$ cat config.mk
export PLATFORM = sky130hd
export DESIGN_NAME = gmii_rx_frame_parser
export DESIGN_NICKNAME = d
export VERILOG_FILES = /design/src/rtl/gmii_rx_frame_parser.sv
export SDC_FILE = /design/constraint.sdc
export NUM_CORES = 1
export LEC_CHECK = 0
export ABC_AREA = 0
export CELL_PAD_IN_SITES_DETAIL_PLACEMENT = 1
export CELL_PAD_IN_SITES_GLOBAL_PLACEMENT = 1
export CORE_ASPECT_RATIO = 0.8
export CORE_MARGIN = 4
export CORE_UTILIZATION = 40
export DETAILED_ROUTE_END_ITERATION = 6
export GPL_ROUTABILITY_DRIVEN = 0
export GPL_TIMING_DRIVEN = 0
export PLACE_DENSITY = 0.82
export SETUP_SLACK_MARGIN = 0.2
export SYNTH_ARGS = -nofsm -noshare
export SYNTH_HDL_FRONTEND = slang
export SYNTH_SLANG_ARGS = --single-unit
$ cat constraint.sdc
create_clock -name iclk -period 3.1 [get_ports iclk]
set_input_delay 0.31 -clock iclk [delete_from_list [all_inputs] [get_ports iclk]]
set_output_delay 0.31 -clock iclk [all_outputs]
set_load 0.01 [all_outputs]
$ cat src/rtl/gmii_rx_frame_parser.sv
// GMII receive front end: preamble/SFD delineation, header field tracking and a one-cycle frame-end verdict.
// Define RX_CRC_CHECK_EN to build the CRC32 engine; otherwise the verdict uses length and igmii_er only.
`timescale 1ns/1ps
module gmii_rx_frame_parser #(
  parameter int pDATA_WIDTH        = 8,
  parameter int pMIN_PACKET_LENGHT = 64,
  parameter int pMAX_PACKET_LENGHT = 1536,
  parameter int pFSM_BUS_WIDHT     = 3
) (
  input  logic                      iclk,
  input  logic                      irst,
  input  logic                      igmii_dv,
  input  logic [pDATA_WIDTH-1:0]    igmii_d,
  input  logic                      igmii_er,
  output logic                      odv,
  output logic [pDATA_WIDTH-1:0]    orx_d,
  output logic                      orx_er,
  output logic [pFSM_BUS_WIDHT-1:0] oframe_state,
  output logic                      ostatus_valid,
  output logic [10:0]               olen
);

  typedef enum logic [2:0] {
    lpIDLE     = 3'd0,
    lpPREAMBLE = 3'd1,
    lpSFD      = 3'd2,
    lpDA       = 3'd3,
    lpSA       = 3'd4,
    lpTYPE     = 3'd5,
    lpPAYLOAD  = 3'd6,
    lpDROP     = 3'd7
  } state_t;

  localparam logic [10:0] lpMIN_LEN = 11'(pMIN_PACKET_LENGHT);
  localparam logic [10:0] lpMAX_LEN = 11'(pMAX_PACKET_LENGHT);
  localparam logic [10:0] lpCNT_SAT = 11'h7FF;

  state_t                    state_q, state_d, cls;
  logic [2:0]                fcnt_q, fcnt_d;
  logic [10:0]               cnt_q, cnt_d;
  logic                      frame_end, in_frame, abort, crc_bad, len_bad;
  logic                      dv_q, dv_d, er_q, er_d, stat_q, stat_d;
  logic [pDATA_WIDTH-1:0]    d_q, d_d;
  logic [pFSM_BUS_WIDHT-1:0] fs_q, fs_d;
  logic [10:0]               len_q, len_d;

`ifdef RX_CRC_CHECK_EN
  localparam logic [31:0] lpCRC_INIT    = 32'hFFFF_FFFF;
  localparam logic [31:0] lpCRC_RESIDUE = 32'hDEBB_20E3;
  logic [31:0] crc_q, crc_d;

  function automatic logic [31:0] crc32_byte(input logic [31:0] c, input logic [7:0] b);
    logic [31:0] r;
    r = c ^ {24'h0, b};
    for (int i = 0; i < 8; i++) begin
      r = r[0] ? ((r >> 1) ^ 32'hEDB8_8320) : (r >> 1);
    end
    return r;
  endfunction

  assign crc_bad = (crc_q != lpCRC_RESIDUE);
`else
  assign crc_bad = 1'b0;
`endif

  // cls is the class of the byte now on igmii_d; state_q is the class of the previous byte.
  always_comb begin
    cls       = state_q;
    fcnt_d    = fcnt_q;
    frame_end = 1'b0;
    case (state_q)
      lpIDLE: begin
        if (!igmii_dv)              cls = lpIDLE;
        else if (igmii_d == 8'h55)  cls = lpPREAMBLE;
        else                        cls = lpDROP;
      end
      lpPREAMBLE: begin
        if (!igmii_dv)              cls = lpIDLE;
        else if (igmii_d == 8'h55)  cls = lpPREAMBLE;
        else if (igmii_d == 8'hD5)  cls = lpSFD;
        else                        cls = lpDROP;
      end
      lpDROP: cls = igmii_dv ? lpDROP : lpIDLE;
      default: begin
        if (!igmii_dv) begin
          cls       = lpIDLE;
          frame_end = 1'b1;
        end else begin
          case (state_q)
            lpSFD: begin
              cls    = lpDA;
              fcnt_d = 3'd5;
            end
            lpDA: begin
              if (fcnt_q == 3'd0) begin
                cls    = lpSA;
                fcnt_d = 3'd5;
              end else begin
                cls    = lpDA;
                fcnt_d = fcnt_q - 3'd1;
              end
            end
            lpSA: begin
              if (fcnt_q == 3'd0) begin
                cls    = lpTYPE;
                fcnt_d = 3'd1;
              end else begin
                cls    = lpSA;
                fcnt_d = fcnt_q - 3'd1;
              end
            end
            lpTYPE: begin
              if (fcnt_q == 3'd0) cls = lpPAYLOAD;
              else begin
                cls    = lpTYPE;
                fcnt_d = fcnt_q - 3'd1;
              end
            end
            default: cls = lpPAYLOAD;
          endcase
        end
      end
    endcase
  end

  assign in_frame = (cls == lpSFD) || (cls == lpDA) || (cls == lpSA) ||
                    (cls == lpTYPE) || (cls == lpPAYLOAD);
  assign abort    = igmii_dv & igmii_er & in_frame;
  assign len_bad  = (cnt_q < lpMIN_LEN) || (cnt_q > lpMAX_LEN);

  always_comb begin
    state_d = abort ? lpDROP : cls;
    fs_d    = pFSM_BUS_WIDHT'(state_d);
    dv_d    = in_frame & ~abort;
    d_d     = dv_d ? igmii_d : '0;
    er_d    = abort | (frame_end & (crc_bad | len_bad));
    stat_d  = frame_end;
    len_d   = frame_end ? cnt_q : 11'd0;
    cnt_d   = cnt_q;
    if (dv_d && cls == lpSFD)           cnt_d = 11'd0;
    else if (dv_d && cnt_q != lpCNT_SAT) cnt_d = cnt_q + 11'd1;
`ifdef RX_CRC_CHECK_EN
    crc_d = crc_q;
    if (dv_d && cls == lpSFD) crc_d = lpCRC_INIT;
    else if (dv_d)            crc_d = crc32_byte(crc_q, igmii_d);
`endif
  end

  always_ff @(posedge iclk or negedge irst) begin
    if (!irst) begin
      state_q <= lpIDLE;
      fcnt_q  <= 3'd0;
      cnt_q   <= 11'd0;
      dv_q    <= 1'b0;
      d_q     <= '0;
      er_q    <= 1'b0;
      fs_q    <= '0;
      stat_q  <= 1'b0;
      len_q   <= 11'd0;
`ifdef RX_CRC_CHECK_EN
      crc_q   <= lpCRC_INIT;
`endif
    end else begin
      state_q <= state_d;
      fcnt_q  <= fcnt_d;
      cnt_q   <= cnt_d;
      dv_q    <= dv_d;
      d_q     <= d_d;
      er_q    <= er_d;
      fs_q    <= fs_d;
      stat_q  <= stat_d;
      len_q   <= len_d;
`ifdef RX_CRC_CHECK_EN
      crc_q   <= crc_d;
`endif
    end
  end

  assign odv           = dv_q;
  assign orx_d         = d_q;
  assign orx_er        = er_q;
  assign oframe_state  = fs_q;
  assign ostatus_valid = stat_q;
  assign olen          = len_q;

endmodule
# Word level (Yosys, flattened, before mapping)
# Index checks and enable logic that the tools add are counted.
[word_totals] input_bits=12 reg_bits=39 wordCells=70 out_inout_bits=25
[classes] n_reduce_logical=13 n_mux=23 bitwise=7 n_eq_ne=15 add_sub_neg=2 order_cmp=2
[ops] op="2-to-1 mux 3 bit" count=12
[ops] op="2-to-1 mux 11 bit" count=3
[ops] op="case mux 3 bit (4 select lines)" count=2
[ops] op="equality test 3 bit (second input constant)" count=6
[ops] op="equality test 3 x 2 -> 1 bit (second input constant)" count=4
[ops] op="adder 11 x 1 -> 11 bit (second input constant)" count=1
[ops] op="> comparator 11 bit (second input constant)" count=1
[ops] op="< comparator 11 x 7 -> 1 bit (second input constant)" count=1
[ops] op="inequality test 11 bit (second input constant)" count=1
[ops] op="case mux 3 bit (3 select lines)" count=1
[ops] op="equality test 8 x 7 -> 1 bit (second input constant)" count=1
[ops] op="equality test 8 bit (second input constant)" count=1
[ops] op="2-to-1 mux 8 bit" count=1
[ops] op="logical NOT 3 bit" count=2
[ops] op="logical OR 1 bit" count=5
[ops] op="bitwise AND 1 bit" count=4
[ops] op="AND reduction 4 bit" count=1
[ops] op="nonzero test 4 bit" count=1
[ops] op="equality test 3 x 1 -> 1 bit (second input constant)" count=1
[ops] op="2-to-1 mux 1 bit" count=3
[ops] op="OR reduction 3 bit" count=1
[ops] op="subtractor 3 x 1 -> 3 bit (second input constant)" count=1
[ops] op="logical AND 1 bit" count=2
[ops] op="2-to-1 mux 2 bit" count=1
[ops] op="other kinds (4)" count=5

# Longest topological paths before layout
# Gate-level depths: netlist of run 1.
[depth] ltp_word=16 ltp_mapped=10 ltp_nobuf=9

# Least setup slack after synthesis of run 1
# No wires, ideal clock.
[synth_timing] path_type="reg-to-reg" from="reg fcnt_q[0]" to="reg cnt_q[5]" n_path_buf=0 t_arrival_ns=2.095 period_less_slack_ns=2.172 slack_ns=0.928 stages_incl_launch_ff=10 cell_sequence="dfrtp_1 inv_1 ha_1 ha_1 nand2_1 a211o_1 o2111ai_4 o21a_2 or4_1 a21oi_1"
[synth_between] elab_chain_cells=15 elab_cells_between_ends=23 classes_between="5 x eq/ne; 7 x mux; 3 x bitwise; 8 x reduce/logical"
[synth_rtl] element="start, declared" line_no="39" rtl="logic [2:0] fcnt_q, fcnt_d;"
[synth_rtl] element="start signal, assigned" line_no="165" rtl="fcnt_q <= fcnt_d;"
[synth_rtl] element="logical NOT 3 bit *" line_no="95, 104, 113"
[synth_rtl] element="2-to-1 mux 2 bit (tied with other cells)" line_no="113" rtl="if (fcnt_q == 3'd0) cls = lpPAYLOAD;"
[synth_rtl] element="case mux 3 bit (4 select lines) *" line_no="89" rtl="case (state_q)"
[synth_rtl] element="2-to-1 mux 3 bit *" line_no="85" rtl="if (!igmii_dv) begin"
[synth_rtl] element="case mux 3 bit (3 select lines) *" line_no="71" rtl="case (state_q)"
[synth_rtl] element="equality test 3 x 2 -> 1 bit (on tied branches)" line_no="126, 140"
[synth_rtl] element="logical OR 1 bit (3 in a row)" line_no="126" rtl="assign in_frame = (cls == lpSFD) || (cls == lpDA) || (cls == lpSA) ||"
[synth_rtl] element="logical OR 1 bit" line_no="127" rtl="(cls == lpTYPE) || (cls == lpPAYLOAD);"
[synth_rtl] element="bitwise AND 1 bit" line_no="128" rtl="assign abort = igmii_dv & igmii_er & in_frame;"
[synth_rtl] element="NOT 1 bit" line_no="134" rtl="dv_d = in_frame & ~abort;"
[synth_rtl] element="bitwise AND 1 bit" line_no="134"
[synth_rtl] element="logical AND 1 bit (on tied branches)" line_no="140, 141"
[synth_rtl] element="2-to-1 mux 11 bit or nonzero test 2 bit (tied branches)"
[synth_rtl] element="end signal, assigned" line_no="166" rtl="cnt_q <= cnt_d;"
[synth_rtl] element="end, declared" line_no="40" rtl="logic [10:0] cnt_q, cnt_d;"
# Every way passes the cells marked *; elsewhere a longest branch is shown, timed or not.
# A chain may end at the register's enable or synchronous reset.

# Final worst setup path of run 1
# Ends and elaborated chain as after synthesis.

==> out/summary.txt, run 1 <==
===================================================================================
Cell-by-cell listing of the critical path                              inv_1, ha_1, ha_1, nand2_1, a211o_1, o2111ai_4, o21a_2, or4_1, a21oi_1
Footprint of the multi-input gates                                          928 um2
Run status                                                             finished, final reports clean
Clock period minus final worst setup slack                                  2.44 ns
Die extent in x                                                             87.2 um
Crit path buffers/inverters                                                       1
Count of cell types in the netlist                                               48
Largest fanout on the critical path                                               7
Remaining routing DRC violations                                                  0
Number of vias in the routed layout                                            1728
Maximum resistive drop on vdd                                              0.564 mV
Number of core rows                                                              22
Number of cells after detailed placement                                        300
Netlist Area Pre-Place                                                     2010 um2
Count of max-cap constraint violations                                            0
Number of global-route vias before repair                                      1772
CTS tree                                                                       done
Most frequent cells in the layout                                      39 x sky130_fd_sc_hd__dfrtp_1, 34 x sky130_fd_sc_hd__clkdlybuf4s50_1, 19 x sky130_fd_sc_hd__and2_1, 14 x sky130_fd_sc_hd__nand2_1, 12 x sky130_fd_sc_hd__a21oi_1
Total power density per cell area                                        902 nW/um2
Fillers                                                                         545
YS warnings                                                                       0
Post-Synthesis Cells                                                            205
Post-synthesis area per instance                                           9.80 um2
Vias per std cell                                                              5.61
Post-layout nets                                                                263
Setup TNS                                                                      0 ns
Starting density of the core                                                  42.7%
Depth of the CTS H-tree                                                           2
Average routed wire per standard cell                                       17.4 um
Cell mode on critical path                                             sky130_fd_sc_hd__ha_1
HPWL reported at the end of detailed placement                              3910 um
Headroom to the max-slew limit                                                39.3%
Worst clock skew on the final layout                                     0.00522 ns
Remaining global-route overflow                                                   0
Clock-pin transition on the worst setup and hold timing paths               0.08 ns
Ratio of cells with drive above 1 in the final layout                         11.3%
I/O Buffers                                                                      35
Setup repair after global routing missed its margin                              no
Vertical extent of the die                                                  71.4 um
Clock latency on the worst-skew pair                                        0.30 ns
Post-CTS Hold Buffers                                                             0
Leakage component of the power                                              1.08 nW
First-pass GRT wire length                                                  8990 um
Sequential share of the synthesized area                                      48.6%
CP arrival                                                                  2.66 ns
Total wirelength of the detailed-routed design                              5370 um
# setup viols final                                                               0
CP top delay family                                                    compound AO/OA/AOI/OAI gates
Final count of hold timing violations                                             0
Iter 0 DRT Violations                                                            95
CTS sink cnt                                                                     39
Detail Route Antenna Nets                                                         0
Area taken by flip-flops and latches                                        976 um2
Worst min-delay path category                                              in2async
Delay of the slowest cell on the worst path                                 0.51 ns
Net Count, Synth                                                                221
Final cycle utilization of the critical path                                  78.8%
CTS Buf Count                                                                     5
Tightest Pin Transition                                                    0.904 ns
TritonRoute pass-1 iters                                                          4
Number of antenna violations at the first check in global routing                 0
Required time at the worst-slack endpoint                                   3.32 ns
Placeable core region                                                      4710 um2
Crit start category                                                        register
Count of antenna diodes in the layout                                             0
Total of flip-flops plus latches after synthesis                                 39
Pin count of the biggest net entering global routing                             40
Slowest CP cell                                                        sky130_fd_sc_hd__or4_1
Worst Path Class, Setup                                                     reg2reg
Max-slew violation count                                                          0
Count of placed standard cells in the final layout, fillers left out            308
Clock Root Buffer                                                      sky130_fd_sc_hd__clkbuf_8
Leading cell type in the layout, fill and taps excluded                sky130_fd_sc_hd__dfrtp_1
Max Clock Freq                                                              409 MHz
Area grow syn2layout                                                          26.5%
Maximum count of clock buffers along a single path                                2
Kind of capture point of the worst setup path                              register
Resized cells post-CTS                                                            0
Number of setup buffers added after CTS                                           0
Global Route Usage Sum                                                        18.5%
Top-level port count                                                             37
Total Die Area                                                             6230 um2
===================================================================================
-- state kept, by name, indices dropped and copies added (netlist names) --
name	flops
cnt_q	11
fcnt_q	3
odv	1
oframe_state	3
olen	11
orx_d	8
orx_er	1
ostatus_valid	1
-- path summary, 6_finish.rpt --
kind | startpoint | endpoint | cells past startpoint | slack, ns
max | fcnt_q[0] | cnt_q[5] | 9 | 0.66
min reg2reg | fcnt_q[1] | fcnt_q[1] | 2 | 0.51
min | irst | olen[6] | 1 | 0.12
max reg2reg | fcnt_q[0] | cnt_q[5] | 9 | 0.66
min in group iclk | igmii_dv | oframe_state[0] | 3 | 0.50
max in group asynchronous | irst | olen[5] | 1 | 2.43
-- cells by family after synthesis --
group | count (synthesis) | synth area share, %
AND/OR/NAND/NOR | 92 | 26.2
AO/OA/AOI/OAI | 49 | 17.5
flip-flops | 39 | 48.6
buffers and inverters | 21 | 5.17
adder cells (fa/ha/maj) | 4 | 2.49
-- power breakdown --
| part | total (mW) | leakage, nW | switching, mW | internal (mW) |
|---|---|---|---|---|
| Sequential | 0.734 | 0.519 | 0.0928 | 0.641 |
| Combinational | 1.13 | 0.503 | 0.634 | 0.493 |
| Clock | 0.431 | 0.0581 | 0.192 | 0.240 |
-- layout make-up --
type	count	area share [%]
Clock buffer	5	2.71
Timing Repair Buffer	35	13.6
Sequential cell	39	38.4
Multi-Input combinational cell	145	36.5
Clock inverter	3	1.72
Tap cell	60	2.95
Buffer	12	2.76
Inverter	9	1.33
-- cells in the mapped netlist (all sizes together) --
cell type,n,share of area [%]
nor3b,2,1.0
o31ai,5,2.1
nor2b,1,0.31
and2,19,5.9
nor4,6,1.9
dfrtp,39,49
o31a,1,0.44
o22a,1,0.44
a2111oi,1,0.75
o21ai,13,3.8
a311oi,1,0.44
nand2,14,2.6
nand3,10,2.7
a31o,1,0.44
or3,1,0.31
a31oi,5,1.6
a211o,1,0.44
nor4b,1,0.44
inv,9,1.7
o21a,2,0.81
ha,4,2.5
nor2,12,2.4
nand4,3,0.93
nor3,6,1.5
a21oi,12,3.0
nand3b,1,0.37
nand2b,4,1.2
and4b,1,0.50
a41oi,1,0.44
a211oi,1,0.37
o2111ai,1,1.3
o22ai,1,0.31
clkbuf,2,0.37
nand4b,1,0.44
nand4bb,1,0.56
or4,5,1.9
buf,10,3.1
o211ai,1,0.37
a21bo,1,0.50
and3,4,1.2
-- metal layers --
| metal | vias up | track usage [%] | share of wire (%) |
|---|---|---|---|
| li1 | 829 | - | - |
| met5 | - | 0 | 0 |
| met3 | 7 | 4.25 | 6.3 |
| met1 | 839 | 26.3 | 48 |
| met4 | 0 | 6.13 | 1.3 |
| met2 | 53 | 28.1 | 45 |
-- per-stage QoR --
| step | hold slack, ns | setup slack, ns | utilization (%) | power (mW) | area, um2 |
|---|---|---|---|---|---|
| final | 0.122 | 0.657 | 54.0 | 2.29 | 2540 |
| after global routing | 0.209 | 0.347 | 54.0 | 2.47 | 2540 |
| after CTS | 0.156 | 0.621 | 54.0 | 2.32 | 2540 |
| after detailed placement | 0.487 | 0.522 | 51.6 | 1.87 | 2430 |
| after global placement | 0.472 | 0.592 | 51.7 | 1.84 | 2430 |
| after floorplan | 0.0144 | 0.928 | - | 1.44 | 2010 |
Note: power is estimated with default switching activity, not from simulation.
==> run 2: changes to the inputs <==
- clock period: 3.1 -> 2.29 ns (I/O delays scaled with it)
==> run 2 against run 1 <==
Effect of this change: first-iteration DRC count is 26% higher; sequential share of layout area is 3.9 points lower; critical path depth is 2 lower; worst hold slack worse by 0.087 ns; global-route usage is 3.3 points higher; sequential cell count stayed put; via count is 9.5% higher; cell count is 4.5% higher; register-to-register slack worse by 0.56 ns; worst setup slack worse by 0.56 ns; core utilization is 6.2 points higher; fmax is 12% higher; critical endpoint is now cnt_q[6]; largest power group unchanged.
==> out/summary.txt, run 2 (same netlist as run 1, synthesis figures left out) <==
================================================================================
Kind of capture point of the worst setup path                           register
Worst min-delay path category                                           in2async
Power dissipated by switching net loads                                  1.57 mW   +71%
Number of vias in the routed layout                                         1893   +9.5%
Setup repair after global routing missed its margin                          yes
CTS tree                                                                    done
Top-level port count                                                          37   unchanged
Clock period minus final worst setup slack                               2.19 ns   -0.252 ns
Final count of hold timing violations                                          0   unchanged
Post-CTS Hold Buffers                                                          0   unchanged
Clock Root Buffer                                                   sky130_fd_sc_hd__clkbuf_8
Vias per std cell                                                           5.88   +4.8%
I/O Buffers                                                                   35   unchanged
Ratio of cells with drive above 1 in the final layout                      27.9%   +17 points
Total Die Area                                                          6230 um2   unchanged
Crit start category                                                     register
Worst clock skew on the final layout                                  0.00834 ns   +0.00312 ns
Sequential share of power                                                  27.0%   -5.0 points
Leading cell type in the layout, fill and taps excluded             sky130_fd_sc_hd__dfrtp_1
Clock-pin transition on the worst setup and hold timing paths            0.09 ns   about the same
Pin count of the biggest net entering global routing                          40   unchanged
Tightest Pin Transition                                                  1.11 ns   +0.207 ns
Internal power component                                                 2.12 mW   +54%
Largest fanout on the critical path                                           10   +3
Number of antenna violations at the first check in global routing              0   unchanged
Iter 0 DRT Violations                                                        120   +26%
Most frequent cells in the layout                                   37 x sky130_fd_sc_hd__dfrtp_1, 34 x sky130_fd_sc_hd__clkdlybuf4s50_1, 19 x sky130_fd_sc_hd__and2_1, 12 x sky130_fd_sc_hd__nand2_1, 12 x sky130_fd_sc_hd__buf_4
Fillers                                                                      516   -5.3%
Max-slew violation count                                                       0   unchanged
Global Route Usage Sum                                                     21.9%   +3.3 points
Required time at the worst-slack endpoint                                2.50 ns   -0.82 ns
Total wirelength of the detailed-routed design                           6660 um   +24%
TritonRoute pass-1 iters                                                       4   unchanged
Placeable core region                                                   4710 um2   unchanged
Post-layout nets                                                             277   +5.3%
Maximum resistive drop on vdd                                           0.775 mV   +37%
Core occupancy in the finished layout                                      60.2%   +6.2 points
Starting density of the core                                               42.7%   unchanged
Clock latency on the worst-skew pair                                     0.31 ns   about the same
Remaining routing DRC violations                                               0   unchanged
Total number of cells along the worst setup path                               7   -2
Depth of the CTS H-tree                                                        2   unchanged
Share of total power consumed by net switching                             42.6%   +2.6 points
Detail Route Antenna Nets                                                      0   unchanged
Delay of the slowest cell on the worst path                              0.57 ns   +0.06 ns
Run status                                                          finished, final reports clean
Max Clock Freq                                                           456 MHz   +12%
Count of antenna diodes in the layout                                          0   unchanged
Number of global-route vias before repair                                   2042   +15%
Total power                                                              3.69 mW   +61%
HPWL reported at the end of detailed placement                           4150 um   +6.0%
CP top delay family                                                 simple AND/OR/NAND/NOR gates
Maximum count of clock buffers along a single path                             2   unchanged
CTS Buf Count                                                                  5   unchanged
CP arrival                                                               2.40 ns   -0.26 ns
Count of max-cap constraint violations                                         0   unchanged
CTS sink cnt                                                                  39   unchanged
Slowest CP cell                                                     sky130_fd_sc_hd__or4_4
Headroom to the max-slew limit                                             25.4%   -14 points
Remaining global-route overflow                                                0   unchanged
Total power density per cell area                                    1300 nW/um2   +44%
Area grow syn2layout                                                       41.1%
Leakage component of the power                                           1.16 nW   +7.5%
Cell-by-cell listing of the critical path                           ha_2, nand3_2, or4_4, nand2_2, buf_6, nor4_4, nor4_4
Worst Path Class, Setup                                                  reg2reg
Cell mode on critical path                                          sky130_fd_sc_hd__nor4_4
Average routed wire per standard cell                                    20.7 um   +18%
Vertical extent of the die                                               71.4 um   unchanged
Crit path buffers/inverters                                                    1   unchanged
# setup viols final                                                            0   unchanged
Combinational group share of total power                                   59.6%   +10 points
Die extent in x                                                          87.2 um   unchanged
Worst-case reg-to-reg path depth                                               7   -2
Share of power burned in the clock network                                 13.4%   -5.4 points
First-pass GRT wire length                                              10400 um   +16%
Final cycle utilization of the critical path                               95.7%   +17 points
Number of core rows                                                           22   unchanged
Setup TNS                                                                   0 ns   unchanged
================================================================================
run 2: worst reg2reg max path: stages, from the launching register on:
cell,delay [ns]
sky130_fd_sc_hd__dfrtp_1,0.39
sky130_fd_sc_hd__ha_2,0.22
sky130_fd_sc_hd__nand3_2,0.23
sky130_fd_sc_hd__or4_4,0.57
sky130_fd_sc_hd__nand2_2,0.19
sky130_fd_sc_hd__buf_6,0.20
sky130_fd_sc_hd__nor4_4,0.07
sky130_fd_sc_hd__nor4_4,0.22
run 2: worst paths after layout:
kind                       startpoint               to  slack [ns]
max                          cnt_q[0]         cnt_q[6]         0.1
max reg2reg                  cnt_q[0]         cnt_q[6]         0.1
max in group asynchronous        irst  oframe_state[0]        1.66
min in group iclk          igmii_d[2]         orx_d[2]        0.51
min reg2reg                 fcnt_q[0]        fcnt_q[0]        0.52
min                              irst         cnt_q[1]        0.04
run 2: timing repair:
item | in CTS | in global routing
setup buffers | 9 | 4
gates cloned | 1 | 0
pin swaps | 19 | 9
setup endpoints to repair | 19 | 23
resized for setup | 38 | 8
run 2: through the flow:
step	instance area, um2	hold WS (ns)	cells	setup slack, ns
after floorplan	2020	-0.0666	205	0.206
after CTS	2760	0.0748	318	0.124
after global placement	2440	0.473	300	-0.131
after global routing	2830	0.104	322	-0.0251
after detailed placement	2440	0.403	300	-0.184
final	2830	0.0355	322	0.0992
run 2: layout make-up:
cell class | instances | area (um2) | area share [%]
buffer | 12 | 83.8 | 2.96
clock buffer | 5 | 68.8 | 2.43
clock inverter | 3 | 23.8 | 0.839
inverter | 9 | 33.8 | 1.19
multi-input combinational | 145 | 1110 | 39.2
sequential | 39 | 978 | 34.5
tap | 60 | 75.1 | 2.65
timing repair buffer | 49 | 458 | 16.2
run 2: metal layers:
metal  wire, um  vias to the layer above  global-route usage [%]
li1           -                      851                       -
met4        171                        0                    7.50
met3        431                       18                    4.60
met2       3200                       75                    37.0
met5          0                        -                       0
met1       2860                      949                    27.9
run 2: power groups by stage:
stage | Sequential [mW] | Combinational [mW] | Clock (mW)
5_1_grt | 1.03 | 2.36 | 0.539
4_1_cts | 0.998 | 1.99 | 0.503
2_1_floorplan | 1.04 | 0.912 | 0
3_3_place_gp | 0.996 | 1.50 | 0
6_report | 0.998 | 2.20 | 0.496
3_5_place_dp | 1.01 | 1.55 | 0
==> run 3: changes to the inputs <==
--- a/constraint.sdc
+++ b/constraint.sdc
@@ -3,2 +3,2 @@
 set_output_delay 0.229 -clock iclk [all_outputs]
-set_load 0.01 [all_outputs]
+set_load 0.1 [all_outputs]
==> run 3 against run 2 <==
Effect of this change: fmax rose by 2.0%; sequential power about the same; global-route usage is 2.6 points lower; worst setup slack better by 0.042 ns; largest power group unchanged.
==> out/summary.txt, run 3 (same netlist as run 1, synthesis figures left out) <==
===================================================================================
Vertical extent of the die                                                  71.4 um   unchanged
Worst Path Class, Setup                                                     reg2reg
Depth of the CTS H-tree                                                           2   unchanged
Placeable core region                                                      4710 um2   unchanged
CTS sink cnt                                                                     39   unchanged
Headroom to the max-slew limit                                                33.2%   +7.8 points
Leading cell type in the layout, fill and taps excluded                sky130_fd_sc_hd__dfrtp_1
Total power density per cell area                                       1640 nW/um2   +26%
Post-layout nets                                                                275   -0.72%
Largest fanout on the critical path                                               9   -1
Post-CTS Hold Buffers                                                             0   unchanged
Cell-by-cell listing of the critical path                              and3_4, buf_6, o21ai_4, o2111ai_4, o21a_4, or4_1, a21oi_2
HPWL reported at the end of detailed placement                              3830 um   -7.6%
Starting density of the core                                                  42.7%   unchanged
Max-slew violation count                                                          0   unchanged
Crit start category                                                        register
CTS tree                                                                       done
Average routed wire per standard cell                                       17.8 um   -14%
Number of global-route vias before repair                                      1861   -8.9%
Clock Root Buffer                                                      sky130_fd_sc_hd__clkbuf_8
Remaining global-route overflow                                                   0   unchanged
Die extent in x                                                             87.2 um   unchanged
Clock-pin transition on the worst setup and hold timing paths               0.08 ns   about the same
Global Route Usage Sum                                                        19.2%   -2.6 points
Clock latency on the worst-skew pair                                        0.29 ns   -0.02 ns
Count of antenna diodes in the layout                                             0   unchanged
CTS Buf Count                                                                     5   unchanged
Area grow syn2layout                                                          39.8%
Count of placed standard cells in the final layout, fillers left out            320   -0.62%
Clock period minus final worst setup slack                                  2.15 ns   -0.0424 ns
TritonRoute pass-1 iters                                                          4   unchanged
Tightest Pin Transition                                                    0.999 ns   -0.111 ns
Detail Route Antenna Nets                                                         0   unchanged
Setup repair after global routing missed its margin                             yes
Ratio of cells with drive above 1 in the final layout                         25.4%   -2.5 points
Delay of the slowest cell on the worst path                                 0.55 ns   -0.02 ns
Maximum count of clock buffers along a single path                                2   unchanged
Total wirelength of the detailed-routed design                              5700 um   -14%
Slowest CP cell                                                        sky130_fd_sc_hd__dfrtp_4
Vias per std cell                                                              5.70   -3.0%
CP arrival                                                                  2.37 ns   -0.03 ns
Total power                                                                 4.60 mW   +24%
Count of max-cap constraint violations                                            0   unchanged
Number of core rows                                                              22   unchanged
Number of vias in the routed layout                                            1824   -3.6%
Pin count of the biggest net entering global routing                             40   unchanged
Crit path buffers/inverters                                                       1   unchanged
Worst min-delay path category                                              in2async
Number of cells after detailed placement                                        300   unchanged
# setup viols final                                                               0   unchanged
Max Clock Freq                                                              465 MHz   +2.0%
I/O Buffers                                                                      35   unchanged
Final cycle utilization of the critical path                                  93.8%   -1.9 points
Top-level port count                                                             37   unchanged
Run status                                                             finished, final reports clean
Setup TNS                                                                      0 ns   unchanged
Post-Place Cell Area                                                       2480 um2   +1.8%
Fillers                                                                         509   -1.4%
Required time at the worst-slack endpoint                                   2.51 ns   about the same
Number of antenna violations at the first check in global routing                 0   unchanged
Worst clock skew on the final layout                                     0.00633 ns   -0.00201 ns
Kind of capture point of the worst setup path                              register
Finished Cell Area                                                         2810 um2   -0.93%
First-pass GRT wire length                                                  9440 um   -9.6%
Remaining routing DRC violations                                                  0   unchanged
Total Die Area                                                             6230 um2   unchanged
CP top delay family                                                    compound AO/OA/AOI/OAI gates
Leakage component of the power                                              1.18 nW   +1.8%
Final count of hold timing violations                                             0   unchanged
Iter 0 DRT Violations                                                           126   +5.0%
Maximum resistive drop on vdd                                               1.01 mV   +30%
Most frequent cells in the layout                                      35 x sky130_fd_sc_hd__dfrtp_1, 31 x sky130_fd_sc_hd__clkdlybuf4s50_1, 19 x sky130_fd_sc_hd__and2_1, 12 x sky130_fd_sc_hd__nand2_1, 11 x sky130_fd_sc_hd__a21oi_1
===================================================================================
[run 3: cell count changes in the layout (fill, tap and decap cells not counted), moves of 3 or more]
cell                              delta
sky130_fd_sc_hd__buf_4               -3
sky130_fd_sc_hd__a21oi_1             +3
sky130_fd_sc_hd__clkdlybuf4s50_1     -3
sky130_fd_sc_hd__dfrtp_4             +3
sky130_fd_sc_hd__or4_1               +3
sky130_fd_sc_hd__or4_4               -3
sky130_fd_sc_hd__a21oi_2             -3
sky130_fd_sc_hd__dlygate4sd2_1       +3
[run 3: final timing paths]
check                                   to  slack (ns)  depth (start not counted)       startpoint
max in group asynchronous  oframe_state[1]        1.62                          1             irst
min in group iclk          oframe_state[0]        0.44                          3         igmii_dv
setup reg to reg                  cnt_q[4]        0.14                          7  oframe_state[0]
setup / recovery                  cnt_q[4]        0.14                          7  oframe_state[0]
hold / removal               ostatus_valid        0.04                          1             irst
hold reg to reg                  fcnt_q[2]        0.54                          2        fcnt_q[2]
[run 3: routing by layer]
layer  GRT usage, %  wire length, um  vias up
li1               -                -      855
met1           25.9             2650      910
met2           30.4             2680       53
met3           5.40              318        6
met4           5.62               44        0
met5              0                0        -
[run 3: repair_timing]
item                                    in CTS  in global routing
setup buffers                                8                  2
gates resized for setup                     23                 11
gates cloned                                 1                  1
hold endpoints to repair                     0                  0
pin swaps                                    9                  5
endpoints found under the setup margin      25                 20
[run 3: where the power goes]
part | leakage [nW] | internal, mW | switching, mW
sequential | 0.514 | 0.888 | 0.141
clock | 0.0612 | 0.352 | 0.240
combinational | 0.606 | 1.00 | 1.97
[run 3: final cells by class]
class                      count  area, um2  share of cell area [%]
multi-input combinational    145       1060                    37.9
sequential                    39        988                    35.2
clock buffer                   6       82.6                    2.94
buffer                        12       88.8                    3.16
tap                           60       75.1                    2.67
inverter                       9       33.8                    1.20
clock inverter                 2       35.0                    1.25
timing repair buffer          47        440                    15.7
[run 3: metrics by stage]
| step | setup WS, ns | utilization (%) | hold slack [ns] |
|---|---|---|---|
| after floorplan | 0.147 | - | -0.0666 |
| after global placement | -0.166 | 52.8 | 0.471 |
| after detailed placement | -0.201 | 52.7 | 0.394 |
| after CTS | 0.154 | 58.1 | 0.0714 |
| after global routing | 0.0530 | 59.6 | 0.115 |
| final | 0.142 | 59.6 | 0.0397 |
